## src/rtl/hazard_control_unit.sv

```systemverilog
// Pipeline hazard controller: load-use / branch-operand stalls and data-memory wait freezes.
// Optional saturating stall/freeze counter is built only when HAZARD_STALL_CNT_EN is defined.
`ifndef REG_ADDR_WIDTH
`define REG_ADDR_WIDTH 5
`endif

module hazard_control_unit #(
   parameter int REG_ADDR_WIDTH = `REG_ADDR_WIDTH
) (
   input  logic                      clk,
   input  logic                      rst,
   input  logic [6:0]                IF_ID_inst_opcode,
   input  logic [REG_ADDR_WIDTH-1:0] IF_ID_rs1,
   input  logic [REG_ADDR_WIDTH-1:0] IF_ID_rs2,
   input  logic                      ID_EX_mem_rd_en,
   input  logic                      ID_EX_reg_wr_en,
   input  logic [REG_ADDR_WIDTH-1:0] ID_EX_rd,
   input  logic                      EX_MEM_mem_rd_en,
   input  logic                      EX_MEM_mem_wr_en,
   input  logic [REG_ADDR_WIDTH-1:0] EX_MEM_rd,
   input  logic                      branch_taken,
   input  logic                      dmem_ready,
   output logic                      pc_wr_en,
   output logic                      IF_ID_wr_en,
   output logic                      ID_EX_wr_en,
   output logic                      EX_MEM_wr_en,
   output logic                      IF_ID_flush,
   output logic                      ID_EX_flush,
   output logic                      MEM_WB_flush,
   output logic [15:0]               stall_cycles
);

   localparam logic [1:0] IDLE     = 2'd0;
   localparam logic [1:0] HZ_STALL = 2'd1;
   localparam logic [1:0] MEM_WAIT = 2'd2;

   logic [1:0] state;
   logic [1:0] next_state;
   logic       ret_hz;
   logic       next_ret_hz;
   logic       is_branch;
   logic       uses_rs2;
   logic       h1;
   logic       h2;
   logic       mem_busy;
   logic       do_stall;
   logic       do_freeze;
   logic       stall_act;
   logic       freeze_act;

   function automatic logic dep(input logic [REG_ADDR_WIDTH-1:0] x,
                                input logic                      rs2_used,
                                input logic [REG_ADDR_WIDTH-1:0] rs1,
                                input logic [REG_ADDR_WIDTH-1:0] rs2);
      dep = (x != '0) && ((x == rs1) || (rs2_used && (x == rs2)));
   endfunction

   assign is_branch = (IF_ID_inst_opcode == 7'b1100011);
   assign uses_rs2  = (IF_ID_inst_opcode == 7'b0110011) ||
                      (IF_ID_inst_opcode == 7'b0100011) ||
                      (IF_ID_inst_opcode == 7'b1100011);

   // A branch compares in ID, so a load feeding it needs two bubbles (H2);
   // every other producer/consumer conflict costs one bubble (H1).
   assign h2 = is_branch && ID_EX_mem_rd_en && dep(ID_EX_rd, uses_rs2, IF_ID_rs1, IF_ID_rs2);
   assign h1 = !h2 &&
               ((ID_EX_mem_rd_en && dep(ID_EX_rd, uses_rs2, IF_ID_rs1, IF_ID_rs2)) ||
                (is_branch && ID_EX_reg_wr_en && dep(ID_EX_rd, uses_rs2, IF_ID_rs1, IF_ID_rs2)) ||
                (is_branch && EX_MEM_mem_rd_en && dep(EX_MEM_rd, uses_rs2, IF_ID_rs1, IF_ID_rs2)));
   assign mem_busy = (EX_MEM_mem_rd_en || EX_MEM_mem_wr_en) && !dmem_ready;

   always_comb begin
      next_state  = state;
      next_ret_hz = ret_hz;
      do_stall    = 1'b0;
      do_freeze   = 1'b0;
      case (state)
         IDLE: begin
            if (mem_busy) begin
               do_freeze   = 1'b1;
               next_state  = MEM_WAIT;
               next_ret_hz = 1'b0;
            end else if (h2) begin
               do_stall   = 1'b1;
               next_state = HZ_STALL;
            end else if (h1) begin
               do_stall = 1'b1;
            end
         end
         HZ_STALL: begin
            if (mem_busy) begin
               do_freeze   = 1'b1;
               next_state  = MEM_WAIT;
               next_ret_hz = 1'b1;
            end else begin
               do_stall   = 1'b1;
               next_state = IDLE;
            end
         end
         MEM_WAIT: begin
            // The cycle in which memory completes is still frozen; the pipeline moves on the next one.
            do_freeze = 1'b1;
            if (dmem_ready) begin
               next_state = ret_hz ? HZ_STALL : IDLE;
            end
         end
         default: begin
            next_state = IDLE;
         end
      endcase
   end

   assign stall_act  = do_stall && !rst;
   assign freeze_act = do_freeze && !rst;

   always_comb begin
      pc_wr_en     = 1'b1;
      IF_ID_wr_en  = 1'b1;
      ID_EX_wr_en  = 1'b1;
      EX_MEM_wr_en = 1'b1;
      IF_ID_flush  = 1'b0;
      ID_EX_flush  = 1'b0;
      MEM_WB_flush = 1'b0;
      if (freeze_act) begin
         pc_wr_en     = 1'b0;
         IF_ID_wr_en  = 1'b0;
         ID_EX_wr_en  = 1'b0;
         EX_MEM_wr_en = 1'b0;
         MEM_WB_flush = 1'b1;
      end else if (stall_act) begin
         pc_wr_en    = 1'b0;
         IF_ID_wr_en = 1'b0;
         ID_EX_flush = 1'b1;
      end else if (!rst) begin
         IF_ID_flush = branch_taken;
      end
   end

   always_ff @(posedge clk) begin
      if (rst) begin
         state  <= IDLE;
         ret_hz <= 1'b0;
      end else begin
         state  <= next_state;
         ret_hz <= next_ret_hz;
      end
   end

`ifdef HAZARD_STALL_CNT_EN
   logic [15:0] count;

   always_ff @(posedge clk) begin
      if (rst) begin
         count <= 16'd0;
      end else if ((stall_act || freeze_act) && (count != 16'hFFFF)) begin
         count <= count + 16'd1;
      end
   end

   assign stall_cycles = count;
`else
   assign stall_cycles = 16'd0;
`endif

endmodule
```

## config.mk

```make
export PLATFORM = sky130hd
export DESIGN_NAME = hazard_control_unit
export DESIGN_NICKNAME = d
export VERILOG_FILES = /design/src/rtl/hazard_control_unit.sv
export SDC_FILE = /design/constraint.sdc
export NUM_CORES = 1
export LEC_CHECK = 0
export ABC_CLOCK_PERIOD_IN_PS = 1900
export BUFFER_PORTS_ARGS = -buffer_cell sky130_fd_sc_hd__buf_2
export CORE_MARGIN = 2
export CORE_UTILIZATION = 38
export DETAILED_ROUTE_END_ITERATION = 10
export GPL_ROUTABILITY_DRIVEN = 0
export PLACE_DENSITY = 0.8
export SYNTH_ARGS = -nofsm -noshare
export SYNTH_HDL_FRONTEND = slang
export SYNTH_SLANG_ARGS = --single-unit
```

## constraint.sdc

```tcl
create_clock -name clk -period 1.9 [get_ports clk]
set_input_delay 0.095 -clock clk [delete_from_list [all_inputs] [get_ports clk]]
set_output_delay 0.095 -clock clk [all_outputs]
set_load 0.02 [all_outputs]
```

==> reports/results.ini <==
[sta]
fin_hold_ws_ns=0.121
finalCriticalPeriod_ns=1.73
maxSlewViolCount=0
fin_skew_ns=0.00117
layout_setup_ws_ns=0.173
max_freq_mhz=579
period_share=0.909
fin_tns_setup_ns=0
rsz0062_at_grt=false
hold_viol=0
finalSetupViolCount=0

[routing]
drt-total-wl_um=1610
firstDrtPassIters=4
drtIter0Drc=9
vias_per_cell=4.61
vias=724
antenna_left=0
avgRoutedWirePerCell_um=10.3
drc=0

[layout]
final_area_um2=871
nets=168
n_antenna_cell=0
syn2layout_area_growth_pct=26.8
final_common_cell=buf_2
mostFrequentLayoutCells=buf_2 (41), xnor2_1 (17), conb_1 (16)
drive_gt1_frac=0.364

[clocking]
clock-sinks=3
cts_buffers=3
htreeDepth=1
cts-root-buf=clkbuf_4
clock_latency_ns=0.24
cts_setup_buffers=0
path_clk_slew_ns=0.03
postCtsHoldBufs=0
ctsResizeCount=0
cts_buffer_depth=2
cts_tree=done

[placed_design]
port_buffers=41
post_dp_cell_area_um2=845
dp_hpwl_um=1450
pre_cts_ws_ns=0.173

[synth]
synthAdderAreaFrac=0
synth_top_family_by_area=XOR/XNOR gates
synth_mux_area_frac=0
synth_warnings=0
avgSynthCellArea_um2=7.63
ys_seq_area_frac=0.0874
synth_xor_area_frac=0.255
ys_seq_elements=3
yosys.area_share.simple=0.217
synth_compound_gate_area_share=0.222
ys_types=33
syn_area_um2=687
syn_inst=90

[global_routing]
globalRouteOverflowTotal=0
grt_pass1_vias=668
grt_antenna_before_repair=0
grtUsageTotal=0.168
grt_max_degree=8
grt_first_pass_wirelength_um=2590

[die]
core_mm2=0.00171
die_width_um=46.5
dieArea_mm2=0.00216
rows=15
fp.dieH_um=46.5
ios=58
initial_core_util=0.402

[flow_run]
maxCapViolations=0

[critical_path]
critPathArrivalTime_ns=1.63
r2r-start=state[1]$_SDFFE_PP0P_
ff2ff_path_depth=4
worstSetupStartpointType=input pin
crit_type=input pin to output port
cp-end-kind=output port
timing.rr.end=state[0]$_SDFFE_PP0P_
r2r_setup_slack_ns=0.43
crit_fanout=3
required_ns=1.80

[outcome]
outcome=finished clean

[power]
fin_total_pwr_uw=365
power_density_mw_per_mm2=419
peakVddDrop_uv=214
p_leak_uw=0.000401

[min_path]
hold_start=rst
worst_hold_path.num_cells=2
whs_endpoint=ret_hz$_SDFFE_PP0P_
hold_path.class=input pin to register

[final cells by class]
| class | instances | area (um2) |
|---|---|---|
| Clock buffer | 4 | 26.3 |
| Fill cell | 181 | 837 |
| Inverter | 3 | 11.3 |
| Multi-Input combinational cell | 81 | 537 |
| Sequential cell | 3 | 60.1 |
| Tap cell | 25 | 31.3 |
| Timing Repair Buffer | 41 | 205 |
[worst max path at each step]
| stage | from | to | cells after the start |
|---|---|---|---|
| 6_report | ID_EX_rd[1] | ID_EX_flush | 7 |
| 5_1_grt | ID_EX_rd[1] | ID_EX_flush | 7 |
| 4_1_cts | ID_EX_rd[1] | ID_EX_flush | 7 |
| 3_5_place_dp | ID_EX_rd[1] | ID_EX_flush | 7 |
| 3_3_place_gp | ID_EX_rd[2] | ID_EX_flush | 7 |
| 2_1_floorplan | ID_EX_rd[1] | ID_EX_flush | 5 |
[layer usage]
layer  share of wire  global-route usage
met5               0                   0
met3           0.076              0.0275
met4           0.011              0.0686
met1            0.37               0.181
met2            0.54               0.317
[kinds of logic after synthesis]
kind of cell    count (synthesis)
compound gates                 17
simple gates                   28
buf+inv                        21
xor+xnor                       20
other cells                     1
flops                           3
[synth_stat cells]
cell type	instances	area share
or4_1	2	0.022
o21bai_2	1	0.016
a311oi_1	1	0.013
o21ai_0	1	0.0073
o21bai_1	1	0.011
nand2_1	5	0.027
buf_4	18	0.20
a2111oi_2	1	0.022
o21ai_1	2	0.015
inv_1	3	0.016
or2b_1	1	0.011
a211oi_1	1	0.011
nand3_1	3	0.022
o211a_1	1	0.015
nand3b_1	1	0.011
nor2_1	7	0.038
conb_1	1	0.0055
dfxtp_1	3	0.087
nor2b_1	2	0.018
o21ai_2	1	0.013
nor4_1	1	0.0091
xor2_1	3	0.038
a21o_1	1	0.011
xnor2_1	17	0.22
a31o_1	1	0.013
nand4_1	2	0.018
o22ai_1	1	0.0091
a2111oi_4	1	0.040
and3b_1	1	0.013
nor3_1	2	0.015
a21oi_1	2	0.015
nor4b_1	1	0.013
a2bb2oi_1	1	0.013
[critical path, stage by stage]
cell	delay, ns
buf_2	0.12
xnor2_1	0.16
nand4_1	0.19
a2111oi_4	0.40
o21ai_1	0.16
a311oi_1	0.29
buf_2	0.21
[report_power, final]
| part | total [uW] | internal (uW) | switching (uW) |
|---|---|---|---|
| clock network | 113 | 78.8 | 34.7 |
| registers | 67.1 | 64.9 | 2.17 |
| logic | 184 | 75.7 | 108 |
[state kept, by name, indices dropped and copies added, names as in the netlist]
signal and flops:
ret_hz 1, state 2
[through the flow]
step / cells / util
2_1_floorplan: 105 / -
3_3_place_gp: 153 / 0.495
3_5_place_dp: 153 / 0.495
4_1_cts: 157 / 0.510
5_1_grt: 157 / 0.510
6_report: 157 / 0.510
(Power assumes the default switching activity.)
